===== config.mk =====
export PLATFORM = sky130hd
export DESIGN_NAME = fp_align_denorm
export DESIGN_NICKNAME = d
export VERILOG_FILES = /design/src/rtl/fp_align_denorm.sv
export SDC_FILE = /design/constraint.sdc
export NUM_CORES = 1
export LEC_CHECK = 0
export BUFFER_PORTS_ARGS = -buffer_cell sky130_fd_sc_hd__buf_2
export CAP_MARGIN = 15
export CORE_UTILIZATION = 50
export CTS_CLUSTER_DIAMETER = 150
export DETAILED_ROUTE_END_ITERATION = 7
export GPL_TIMING_DRIVEN = 1
export HOLD_SLACK_MARGIN = 0.15
export PLACE_DENSITY = 0.78
export SYNTH_ARGS = -nofsm -noshare
export SYNTH_HDL_FRONTEND = slang
export SYNTH_SLANG_ARGS = --single-unit

===== constraint.sdc =====
create_clock -name clk -period 3.35 [get_ports clk]
set_clock_uncertainty 0.05 [all_clocks]
set_input_delay 0.1675 -clock clk [delete_from_list [all_inputs] [get_ports clk]]
set_output_delay 0.1675 -clock clk [all_outputs]
set_load 0.02 [all_outputs]

===== src/rtl/fp_align_denorm.sv =====
// Multi-cycle FP32 operand aligner: right-shifts the smaller-exponent mantissa
// STEP bits per cycle until both operands share the larger exponent, keeping G/R/S.
module fp_align_denorm #(
    parameter int STEP      = 4,
    parameter int MAX_SHIFT = 27
) (
    input  logic        clk,
    input  logic        rst_n,
    input  logic        in_valid,
    output logic        in_ready,
    input  logic [31:0] a,
    input  logic [31:0] b,
    output logic        out_valid,
    input  logic        out_ready,
    output logic [7:0]  exp_out,
    output logic        sign_big,
    output logic        sign_small,
    output logic [26:0] mant_big,
    output logic [26:0] mant_small,
    output logic        swapped,
    output logic        special
);

    localparam int REM_W = $clog2(MAX_SHIFT + 1);
    localparam logic [REM_W-1:0] STEP_R = REM_W'(STEP);
    localparam logic [REM_W-1:0] MAX_R  = REM_W'(MAX_SHIFT);
    localparam logic [7:0]       MAX_8  = 8'(MAX_SHIFT);

    typedef enum logic [1:0] {IDLE, SHIFT, DONE} state_t;

    state_t           state;
    logic [REM_W-1:0] rem;

    logic [7:0]       exp_a, exp_b, eff_a, eff_b, diff;
    logic [26:0]      mant_a, mant_b;
    logic             a_big, special_in;
    logic [REM_W-1:0] rem_init;

    // Zero exponent (denormal/zero) behaves as exponent 1 for ordering and distance.
    assign exp_a      = a[30:23];
    assign exp_b      = b[30:23];
    assign eff_a      = (exp_a == 8'd0) ? 8'd1 : exp_a;
    assign eff_b      = (exp_b == 8'd0) ? 8'd1 : exp_b;
    assign mant_a     = {(exp_a != 8'd0), a[22:0], 3'b000};
    assign mant_b     = {(exp_b != 8'd0), b[22:0], 3'b000};
    assign a_big      = (eff_a >= eff_b);
    assign diff       = a_big ? (eff_a - eff_b) : (eff_b - eff_a);
    assign rem_init   = (diff >= MAX_8) ? MAX_R : REM_W'(diff);
    assign special_in = (&exp_a) | (&exp_b);

    logic [REM_W-1:0] k;
    logic [26:0]      shifted, mask, mant_next;
    logic             sticky;

    // Bit 0 of the result absorbs every bit shifted out, including the prior sticky.
    assign k         = (rem >= STEP_R) ? STEP_R : rem;
    assign shifted   = mant_small >> k;
    assign mask      = (27'd1 << k) - 27'd1;
    assign sticky    = |(mant_small & mask);
    assign mant_next = shifted | {26'd0, sticky};

    assign in_ready = (state == IDLE);

    always_ff @(posedge clk or negedge rst_n) begin
        if (!rst_n) begin
            state      <= IDLE;
            rem        <= '0;
            out_valid  <= 1'b0;
            exp_out    <= 8'd0;
            sign_big   <= 1'b0;
            sign_small <= 1'b0;
            mant_big   <= 27'd0;
            mant_small <= 27'd0;
            swapped    <= 1'b0;
            special    <= 1'b0;
        end else begin
            case (state)
                IDLE: begin
                    if (in_valid) begin
                        exp_out    <= a_big ? exp_a : exp_b;
                        sign_big   <= a_big ? a[31] : b[31];
                        sign_small <= a_big ? b[31] : a[31];
                        mant_big   <= a_big ? mant_a : mant_b;
                        mant_small <= a_big ? mant_b : mant_a;
                        swapped    <= ~a_big;
                        special    <= special_in;
                        rem        <= special_in ? '0 : rem_init;
                        state      <= (special_in || rem_init == '0) ? DONE : SHIFT;
                    end
                end
                SHIFT: begin
                    mant_small <= mant_next;
                    rem        <= rem - k;
                    if (rem == k) state <= DONE;
                end
                DONE: begin
                    if (!out_valid) begin
                        out_valid <= 1'b1;
                    end else if (out_ready) begin
                        out_valid <= 1'b0;
                        state     <= IDLE;
                    end
                end
                default: state <= IDLE;
            endcase
        end
    end

endmodule


After elaboration in Yosys (flattened, before gate mapping):

Cells that the tools add are included.

* flip-flop bits (word level): 74
* latch bits: 0
* RAM bits: 0
* memory bits (read-only): 0
* input bits: 68
* output and inout bits: 68
* logic and storage cells: 67
* memories: 0

* add/sub/neg operators: 4
* multiply operators: 0
* div/mod/pow operators: 0
* $lt $le $gt $ge: 3
* equal/unequal tests: 7
* shift-type cells: 2
* mux-type cells: 23
* bitwise operators: 4
* reductions and logical operators: 14

Operators by type and width (count)
* $mux 27: 3
* $pmux 27 s2: 1
* $mux 8: 4
* $and 27x27->27: 1
* $or 27x1->27: 1
* $reduce_or 27->1: 1
* $shl 1x5->27 const A: 1
* $shr 27x5->27: 1
* $sub 27x1->27 const B: 1
* $mux 5: 4
* $logic_not 8->1: 2
* $reduce_and 8->1: 2
* $reduce_bool 8->1: 2
* $sub 8x8->8: 2
* $mux 2: 5
* $pmux 5 s2: 1
* $ge 8x5->1 const B: 1
* $ge 8x8->1: 1
* $ne 2x2->1 const B: 4
* $pmux 2 s3: 1
* $eq 5x5->1: 1
* $ge 5x3->1 const B: 1
* $logic_not 5->1: 1
* $sub 5x5->5: 1
* 10 further kinds: 14

Depth between registers and ports, before layout:

Gate-level depths: netlist (run 1).

* word-level depth: 11
* mapped depth: 16

Worst setup path after synthesis (run 1):

OpenSTA, ideal clock, no wires.

* kind: in2reg
* start: in b[23]
* end: reg rem[3]
* setup time: 126 ps
* arrival time: 2444 ps
* required time: 3174 ps
* slack: 730 ps
* stages on the path: 14
* cell sequence: nor4_1 -> nand2_1 -> nand2b_1 -> ha_1 -> inv_1 -> fa_1 -> nand3_1 -> a31oi_1 -> nor2_2 -> buf_6 -> mux2i_1 -> xnor2_1 -> nand4_1 -> a221o_1

* word-level cells in the longest chain between the ends: 9
* elaborated cells on any way between the ends: 13
* those cells by class: add/sub (2); order compare (2); mux (6); bitwise (1); reduce/logical (2)

Ends and longest elaborated chain
* start, declared: RTL line 12 `input logic [31:0] b,`
* $logic_not 8->1: RTL line 43 `assign eff_b = (exp_b == 8'd0) ? 8'd1 : exp_b;`
* $mux 8: RTL line 43
* $sub 8x8->8 or $ge 8x8->1 (tied branches): RTL line 47, 46
* $mux 8: RTL line 47 `assign diff = a_big ? (eff_a - eff_b) : (eff_b - eff_a);`
* $ge 8x5->1: RTL line 48 `assign rem_init = (diff >= MAX_8) ? MAX_R : REM_W'(diff);`
* $mux 5: RTL line 48
* $mux 5 (*): RTL line 87 `rem <= special_in ? '0 : rem_init;`
* $mux 5 (*): RTL line 79 `if (in_valid) begin`
* $pmux 5 s2 (*): RTL line 77 `case (state)`
* end signal, assigned: RTL line 87
* end signal, assigned: RTL line 93 `rem <= rem - k;`
* end, declared: RTL line 32 `logic [REM_W-1:0] rem;`

Every way passes the cells marked *; elsewhere a longest branch is shown, timed or not. The select of a mux whose other input is x is not followed.
A chain may end at the register's enable or synchronous reset.

Worst setup path after layout (run 1):

* start: in b[23]
* end: reg mant_big[18]

* word-level cells in the longest chain between the ends: 4

Ends and longest elaborated chain
* $logic_not 8->1: RTL line 43
* $mux 8 (*): RTL line 43
* $ge 8x8->1 (*): RTL line 46 `assign a_big = (eff_a >= eff_b);`
* $mux 27 (*): RTL line 83 `mant_big <= a_big ? mant_a : mant_b;`
* end signal, assigned: RTL line 83
* end, declared: RTL line 18 `output logic [26:0] mant_big,`

Every way passes the cells marked *; elsewhere a longest branch is shown, timed or not.

==> impl_metrics.yaml, run 1 <==
yosys:
  synth_seq_cells: 71
  synth_area_sq_um: 5430
  async_reset_ff_share_pct: 100
  yosys.area.top_type: "dfrtp_1"
  ys_types: 60
  synthFlopType: "dfrtp_1"
  yosys-top-cells-area: "dfrtp_1 (33%), mux2i_1 (13%), nand2_1 (6.7%)"
  synth.top_cells.by_count: "nand2_1 (97), mux2i_1 (73), dfrtp_1 (71)"
  netlist_instances: 633
  avgSynthCellArea_sq_um: 8.58
  yosysMostFrequentCell: "nand2_1"
  synth-edff-count: 0
  seq_area_frac_synth_pct: 32.7
  synth_top_area_share_pct: 32.7
  yosysWarnings: 0
global_route:
  grt-ovfl-total: 0
  grt_pass1_vias: 5431
  antenna_found_initial: 0
  grt_first_pass_wirelength_um: 27200
  grt.total_usage_pct: 30.5
  grt_max_degree: 73
detailed_routing:
  drc: 0
  wl_um: 17100
  ant_nets: 0
  drtPass1Iterations: 5
  vias: 5498
  routedWlPerCell_um: 18.3
  vias_per_cell: 5.88
  drt-initial-drc-count: 351
cells_and_area:
  layout.nets: 881
  syn_to_final_growth_pct: 27.8
  fin_area_sq_um: 6940
  post_route_cells_drive_above_1_share_pct: 24.8
  fillCellCount: 823
  antennaDiodeCount: 0
  final_util_pct: 66.6
  multi_input_area_sq_um: 3290
  register_area_sq_um: 1780
critical_path:
  critical_path_depth: 15
  reg2reg_to: "mant_small[19]"
  endpoint: "mant_big[18]"
  critPathLaunchType: "input port"
  cp.required_ns: 3.53
  crit_type: "in2reg"
  slowest_stage: "dlygate4sd3_1"
  critPathMaxStageDelay_ns: 0.57
  crit_chain: "buf_2 > nor4_1 > nand2_1 > nand2b_1 > ha_1 > inv_1 > fa_1 > nand3_1 > a31oi_1 > nor2_4 > buf_12 > buf_4 > mux2i_1 > dlygate4sd3_1 > o21ai_1"
  crit_buf_inv: 5
  r2r_cells: 9
  r2r-start: "rem[2]"
  cp-end-kind: "flip-flop"
  cp_max_fo: 24
  path_delay_family: "buffers and inverters"
  crit_arrival_ns: 3.26
  rrSetupSlack_ns: 0.71
  critPathLaunch: "b[23]"
placement:
  post-place-ws_ns: 0.142
  hpwl_um: 11200
  gp_congestion: 0.943
  buffer_ports.inserted: 132
  placed_area_sq_um: 6080
floorplanning:
  fp.dieW_um: 106
  start_util_pct: 52.1
  fp.dieH_um: 106
  dieArea_sq_um: 11300
  coreArea_sq_um: 10400
  placementRows: 37
  ios: 136
timing:
  timing.hold.ws_ns: 0.154
  rsz0062_at_grt: "no"
  setup_viol: 0
  fmax_mhz: 325
  hold_violations: 0
  period_needed_ns: 3.08
  tightest_slew_ns: 0.666
  setup_tns_ns: 0
  finalCritPeriodShare_pct: 91.9
  worst_slack_ns: 0.271
  maxSlewViolCount: 0
  slew_headroom_pct: 55.6
clocking:
  h-tree-depth: 3
  clkTransAtPathRegs_ns: 0.09
  clockBufferDepth: 2
  cts_sinks: 71
  clkLatencyLatePin_ns: 0.37
  cts-root-buf: "clkbuf_8"
  cts_tree: "yes"
  cts_buffers: 9
run_status:
  outcome: "completed"
power:
  max-vdd-ir-drop_v: 0.000449
  p_leak_nw: 3.34
  power_density_nw_per_um2: 837
min_path:
  min_path_type: "in2reg"
flow_run:
  cap_violations: 0
[metal layers]
metal	wire (um)	global-route usage (%)	part of all wire [%]	vias to the layer above
li1	-	-	-	2558
met1	7200	41.4	42	2589
met2	7930	47.6	46	305
met3	1530	6.81	8.9	46
met4	420	11.5	2.5	0
met5	0	0	0	-
[placed cells by master, fill, tap and decap left out, types with 3 or more instances in the layout]
master	n
nor2b_1	5
nand4_1	7
a21oi_1	31
a31oi_1	9
a221oi_1	3
mux2_1	4
dfrtp_1	71
dlygate4sd3_1	63
o211ai_1	4
inv_1	20
o21ai_1	62
buf_4	13
nand2_1	96
mux2i_1	73
nand3_1	5
o21ai_0	13
xnor2_1	5
mux2_2	18
nor4_1	5
nand2b_1	5
nor3_1	4
a211oi_1	19
nand3b_1	6
buf_2	132
a21o_1	7
nor2_1	33
mux4_2	4
o31ai_1	5
ha_1	17
conb_1	4
clkbuf_8	9
[kinds of logic (layout without fill, tap and decap cells)]
family | count (synthesis) | count (layout) | share of synthesized area, %
fa+ha+maj | 19 | 19 | 4.65
other cells | 2 | 4 | 0.138
mux | 100 | 100 | 19.9
buf+inv | 84 | 248 | 7.16
compound gates | 168 | 168 | 18.7
xor+xnor | 8 | 8 | 1.43
simple gates | 181 | 181 | 15.3
flops | 71 | 71 | 32.7
[state kept, by name, indices dropped and copies added (netlist names), 2 cells and up]
name,cells
rem,5
mant_small,27
state,2
mant_big,24
exp_out,8
[area by class of cell]
cell class	count	share of cell area (%)
Sequential cell	71	25.6
Tap cell	136	2.45
Clock buffer	10	1.84
Timing Repair Buffer	211	20.9
Inverter	21	1.14
Clock inverter	6	0.631
Multi-Input combinational cell	480	47.4
[timing repair]
action,4_1_cts,5_1_grt
hold buffers,63,0
buffers inserted,0,4
hold endpoints to repair,103,0
setup endpoints to repair,0,18
resized for setup,0,1
[how the worst min path moves through the flow]
stage,from,end,slack (ns),depth (start not counted)
floorplan,rst_n,exp_out[0],-0.18,0
global placement,rst_n,mant_big[18],0.02,1
detailed placement,rst_n,mant_big[18],0.02,1
CTS,a[25],exp_out[2],0.16,3
global route,a[28],exp_out[5],0.18,3
finish,b[28],exp_out[5],0.15,3
[tightest hold or removal path: stages]
cell     delay [ns]
buf_2          0.13
mux2i_1        0.10
o21ai_1        0.14
[metrics by stage]
| step | total power [W] | std cells |
|---|---|---|
| CTS | 0.00569 | 930 |
| finish | 0.00581 | 935 |
| global route | 0.00620 | 935 |
| global placement | 0.00487 | 851 |
| detailed placement | 0.00496 | 851 |
| floorplan | 0.00402 | 635 |
[power breakdown]
group	internal, W	leakage (nW)	switching [W]
clock	0.000273	0.0870	0.000374
sequential	0.00127	0.875	0.000505
combinational	0.00135	2.38	0.00203
Power figures use the tool's default switching activity.
==> inputs of run 2 (changes only) <==
--- a/config.mk
+++ b/config.mk
@@ -6,6 +6,8 @@
 export NUM_CORES = 1
 export LEC_CHECK = 0
+export ABC_AREA = 1
 export BUFFER_PORTS_ARGS = -buffer_cell sky130_fd_sc_hd__buf_2
 export CAP_MARGIN = 15
+export CORE_ASPECT_RATIO = 1.4
 export CORE_UTILIZATION = 50
 export CTS_CLUSTER_DIAMETER = 150
==> constraint.sdc (replaced) <==
create_clock -name clk -period 3.35 [get_ports clk]
set_clock_uncertainty 0.05 [all_clocks]
set_input_delay 0.5025 -clock clk [delete_from_list [all_inputs] [get_ports clk]]
set_output_delay 0.5025 -clock clk [all_outputs]
set_load 0.02 [all_outputs]
==> impl_metrics.yaml, run 2 <==
global_route:
  grt_max_degree: 72
  antenna_found_initial: 0
  grt-ovfl-total: 0
  grt_util_met2_pct: 55.5
  grt_pass1_vias: 5813
  use_met1_pct: 34.4
  met3_usage_pct: 3.20
  busiest_layer: "met2"
  grt.total_usage_pct: 30.3
  grt_first_pass_wirelength_um: 27700
timing:
  hold_violations: 0
  slew_headroom_pct: 37.1
  setup_viol: 0
  fmax_mhz: 328
  rsz0062_at_grt: "no"
  setup_tns_ns: 0
  period_needed_ns: 3.05
  timing.hold.ws_ns: 0.251
  maxSlewViolCount: 0
  finalCritPeriodShare_pct: 91.0
  tightest_slew_ns: 0.944
placement:
  buffer_ports.inserted: 132
  gp_congestion: 0.902
  hpwl_um: 12500
detailed_routing:
  drc: 0
  drtPass1Iterations: 5
  wl_um: 16900
  vias: 6108
  vias_per_cell: 5.64
  routedWlPerCell_um: 15.6
  drt-initial-drc-count: 476
  ant_nets: 0
power:
  clockPowerShare_pct: 20.0
  p_leak_nw: 3.36
  pwr-share-seq_pct: 26.8
  total_power_w: 0.00601
  power_density_nw_per_um2: 906
  combPwrFrac_pct: 53.2
  switching_share_pct: 47.7
  p_switching_w: 0.00286
  intPower_w: 0.00315
  max-vdd-ir-drop_v: 0.000372
floorplanning:
  fp.dieW_um: 90.5
  coreArea_sq_um: 10500
  fp.dieH_um: 126
  ios: 136
  start_util_pct: 52.1
  dieArea_sq_um: 11400
  placementRows: 44
cells_and_area:
  mostFrequentLayoutCell: "nand2_1"
  post_route_cells_drive_above_1_share_pct: 20.6
  largest_register: "mant_small"
  antennaDiodeCount: 0
  layout.nets: 1027
  largest_reg_flops: 27
  top_regs: "mant_small x27, mant_big x24, exp_out x8"
  final_cell_mix: "nand2_1 (218), buf_2 (131), o21ai_0 (104), inv_1 (94), nor2_1 (85)"
  syn_to_final_growth_pct: 21.1
yosys:
  yosys.area.top_type: "dfrtp_1"
  yosysMostFrequentCell: "nand2_1"
  seq_area_frac_synth_pct: 32.4
  yosys-top-cells-area: "dfrtp_1 (32%), nand2_1 (15%), o21ai_0 (9.5%)"
  yosysWarnings: 0
  netlist_instances: 828
  synth_seq_cells: 71
  synth_area_sq_um: 5480
  async_reset_ff_share_pct: 100
  synth.top_cells.by_count: "nand2_1 (218), o21ai_0 (104), inv_1 (94)"
  synth-edff-count: 0
  ys_types: 45
  synthFlopType: "dfrtp_1"
  avgSynthCellArea_sq_um: 6.62
  synth_top_area_share_pct: 32.4
clocking:
  cts-root-buf: "clkbuf_16"
  cts_sinks: 71
  h-tree-depth: 3
  clockBufferDepth: 2
  ctsResizeCount: 0
  clkLatencyLatePin_ns: 0.34
  cts_buffers: 9
  postCtsSetupBuffers: 0
  clkTransAtPathRegs_ns: 0.06
  cts_tree: "yes"
  hold_buffers: 0
critical_path:
  critPathLaunchType: "input port"
  cp.required_ns: 3.55
  crit_type: "in2reg"
  critPathMaxStageDelay_ns: 0.39
  slowest_stage: "fa_1"
  crit_chain: "buf_2 > nor4_1 > nand3_1 > nor3_1 > nor2_1 > inv_1 > ha_1 > inv_1 > fa_1 > nand3_1 > nand2_1 > nand2_1 > nand3_4 > inv_4 > buf_12 > nor2_1 > o31ai_1 > nand2_1 > o21ai_0"
  crit_arrival_ns: 3.24
  cp-end-kind: "flip-flop"
  crit_path_frequent_cell: "nand2_1"
  cp_max_fo: 15
min_path:
  min_path_type: "in2async"
flow_run:
  cap_violations: 0
run_status:
  outcome: "completed"
-- run 2: changes by cell type in the layout (fill, tap and decap cells not counted), moves of 18 or more --
cell	previous run	this run
inv_1	20	94
o21ai_0	13	104
nor2_1	33	85
a211oi_1	19	1
nand2_1	96	218
mux2i_1	73	2
a21oi_1	31	53
mux2_2	18	0
dlygate4sd3_1	63	0
nand3_1	5	27
o21ai_1	62	1
-- run 2: cell families after synthesis --
family,Yosys count,synth area share [%]
DFF,71,32.4
muxes,2,0.365
AOI/OAI and AO/OA,214,22.7
buffers and inverters,157,12.1
xor gates and xnor gates,5,0.799
other,2,0.137
adders and majority gates,19,4.61
and+or+nand+nor,358,26.8
-- run 2: worst max-delay path: cells and delay by family --
family / cells / cell delay [ns]
AND/OR/NAND/NOR: 10 / 1.29
adder cells (fa/ha/maj): 2 / 0.53
buffers and inverters: 5 / 0.51
AO/OA/AOI/OAI: 2 / 0.39
-- run 2: area by class of cell --
type | count | area (sq um)
fillers | 997 | 3880
multi-input cells | 602 | 3050
flip-flops and latches | 71 | 1780
repair buffers | 158 | 896
inverters | 98 | 370
clock buffers | 9 | 225
well taps | 138 | 173
clock inverters | 7 | 145
-- run 2: per-stage QoR --
step | instances | utilization [%] | instance area, sq um | worst slack, ns
final | 1083 | 63.1 | 6640 | 0.303
after global routing | 1083 | 63.1 | 6640 | 0.0887
after CTS | 1083 | 63.1 | 6640 | 0.361
after detailed placement | 1067 | 59.6 | 6270 | 0.0219
after global placement | 1067 | 59.6 | 6270 | 0.0982
after floorplan | 830 | - | 5490 | 0.327
-- run 2: power by group through the flow --
stage	combinational, W	clock [W]	sequential [W]
2_1_floorplan	0.00174	0	0.00203
3_3_place_gp	0.00313	0	0.00161
3_5_place_dp	0.00316	0	0.00162
4_1_cts	0.00318	0.00122	0.00161
5_1_grt	0.00352	0.00126	0.00166
6_report	0.00320	0.00120	0.00161
-- run 2: path summary, 6_finish.rpt --
check / start / end / slack [ns] / cells past startpoint
max: b[27] / mant_small[12] / 0.30 / 19
min: rst_n / mant_small[7] / 0.25 / 1
max reg2reg: rem[4] / mant_small[0] / 0.90 / 15
min reg2reg: sign_small / sign_small / 0.43 / 2
max in group asynchronous: rst_n / exp_out[5] / 2.38 / 1
min in group clk: b[12] / mant_big[15] / 0.37 / 3
-- run 2: layer usage --
metal	wire length, um	up-vias
li1	-	2926
met1	6380	2841
met2	8850	287
met3	972	54
met4	734	0
met5	0	-
==> inputs of run 3 (changes only) <==
==> constraint.sdc (replaced) <==
create_clock -name clk -period 3.35 [get_ports clk]
set_clock_uncertainty 0.05 [all_clocks]
set_input_delay 0.1675 -clock clk [delete_from_list [all_inputs] [get_ports clk]]
set_output_delay 0.1675 -clock clk [all_outputs]
set_load 0.02 [all_outputs]
==> impl_metrics.yaml, run 3 (synthesized netlist as in run 2, its figures left out) <==
run_status:
  outcome: "completed"
timing:
  setup_viol: 0
  timing.hold.ws_ns: 0.158
  fmax_mhz: 311
  slew_headroom_pct: 35.8
  hold_violations: 0
  period_needed_ns: 3.22
  worst_slack_ns: 0.130
  finalCritPeriodShare_pct: 96.1
  tightest_slew_ns: 0.963
  maxSlewViolCount: 0
cells_and_area:
  top_regs: "mant_small x27, mant_big x24, exp_out x8"
  antennaDiodeCount: 0
  largest_register: "mant_small"
  instances_no_fill: 1134
  fillCellCount: 933
  mostFrequentLayoutCell: "nand2_1"
  register_area_sq_um: 1780
  final_cell_mix: "nand2_1 (218), buf_2 (131), o21ai_0 (101), inv_1 (94), nor2_1 (85)"
  post_route_cells_drive_above_1_share_pct: 18.9
  largest_reg_flops: 27
  multi_input_area_sq_um: 3060
  layout.nets: 1078
  syn_to_final_growth_pct: 30.5
critical_path:
  crit_chain: "dlygate4sd3_1 > buf_2 > nor2_1 > nand4_1 > inv_1 > nor2_1 > ha_1 > inv_1 > fa_2 > nand3_1 > nand2_1 > nand2_1 > nand3_4 > buf_12 > o21ai_0 > o21ai_0 > dlygate4sd3_1"
  path_delay_family: "buffers and inverters"
  crit_type: "in2reg"
  slowest_stage: "dlygate4sd3_1"
  crit_buf_inv: 6
  cp-end-kind: "flip-flop"
  r2r_cells: 8
  r2r-start: "state[1]"
  cp.required_ns: 3.52
  critPathMaxStageDelay_ns: 0.56
  cp_max_fo: 45
  rrSetupSlack_ns: 0.82
  crit_arrival_ns: 3.39
  reg2reg_to: "mant_big[4]"
  critPathLaunchType: "input port"
clocking:
  clockBufferDepth: 2
  cts_buffers: 9
  cts_tree: "yes"
  cts-root-buf: "clkbuf_16"
  h-tree-depth: 3
  clkLatencyLatePin_ns: 0.34
  cts_sinks: 71
  clkTransAtPathRegs_ns: 0.06
placement:
  post-place-ws_ns: 0.215
  buffer_ports.inserted: 132
  dp_cells: 1056
  hpwl_um: 12600
  gp_congestion: 0.946
floorplanning:
  dieArea_sq_um: 11400
  placementRows: 44
  start_util_pct: 52.1
  coreArea_sq_um: 10500
  fp.dieH_um: 126
  ios: 136
  fp.dieW_um: 90.5
detailed_routing:
  wl_um: 18500
  drc: 0
  ant_nets: 0
  drtPass1Iterations: 5
  drt-initial-drc-count: 532
  vias_per_cell: 5.62
  routedWlPerCell_um: 16.3
  vias: 6372
min_path:
  hold_end: "exp_out[5]"
  min_path_type: "in2reg"
  whs_path_depth: 3
  worstHoldStart: "a[28]"
flow_run:
  cap_violations: 0
power:
  p_leak_nw: 3.56
  power_density_nw_per_um2: 878
  total_power_w: 0.00628
  max-vdd-ir-drop_v: 0.000340
global_route:
  grt-ovfl-total: 0
  grt.total_usage_pct: 33.1
  grt_first_pass_wirelength_um: 30000
  grt_max_degree: 72
  grt_pass1_vias: 6295
  antenna_found_initial: 0
[run 3: report_power, final]
part	total (W)	leakage, nW	internal (W)	switching (W)
sequential	0.00163	0.849	0.00129	0.000333
clock	0.00114	0.168	0.000745	0.000394
combinational	0.00351	2.54	0.00127	0.00224
total	0.00628	3.56	0.00331	0.00297
[run 3: how the worst max path moves through the flow]
stage / endpoint / slack (ns) / from / cells past startpoint
2_1_floorplan: state[0] / 0.66 / b[27] / 22
3_3_place_gp: state[0] / 0.28 / b[27] / 22
3_5_place_dp: state[0] / 0.21 / b[27] / 22
4_1_cts: mant_big[20] / 0.02 / a[27] / 18
5_1_grt: mant_big[19] / -0.06 / a[27] / 18
6_report: sign_big / 0.13 / a[27] / 17
[run 3: final cells by class]
type                            count  share of cell area, %
Clock buffer                       10                   3.34
Clock inverter                      6                   1.50
Inverter                           98                   5.32
Multi-Input combinational cell    602                   42.8
Sequential cell                    71                   24.8
Tap cell                          138                   2.41
Timing Repair Buffer              208                   19.7
Timing Repair inverter              1                  0.122
[run 3: worst min-delay path: stages]
cell and delay (ns):
buf_2 0.14, nor2_1 0.11, o21ai_0 0.09
[run 3: through the flow]
step	area [sq um]	util, %	setup TNS [ns]
floorplan	5490	-	0
global placement	6150	58.4	0
detailed placement	6150	58.4	0
CTS	7090	67.5	0
global route	7150	68.0	-0.210
finish	7150	68.0	0
[run 3: layer usage]
| metal | vias up | track usage (%) | wire (um) |
|---|---|---|---|
| li1 | 3030 | - | - |
| met1 | 2951 | 36.9 | 6910 |
| met2 | 320 | 59.8 | 9590 |
| met3 | 71 | 3.62 | 1070 |
| met4 | 0 | 20.4 | 920 |
| met5 | - | 0 | 0 |
[run 3: what timing repair did]
item / 4_1_cts / 5_1_grt
hold endpoints to repair: 106 / 0
gates resized for setup: 0 / 14
endpoints found under the setup margin: 0 / 24
hold buffers: 60 / 0
setup buffers: 0 / 1
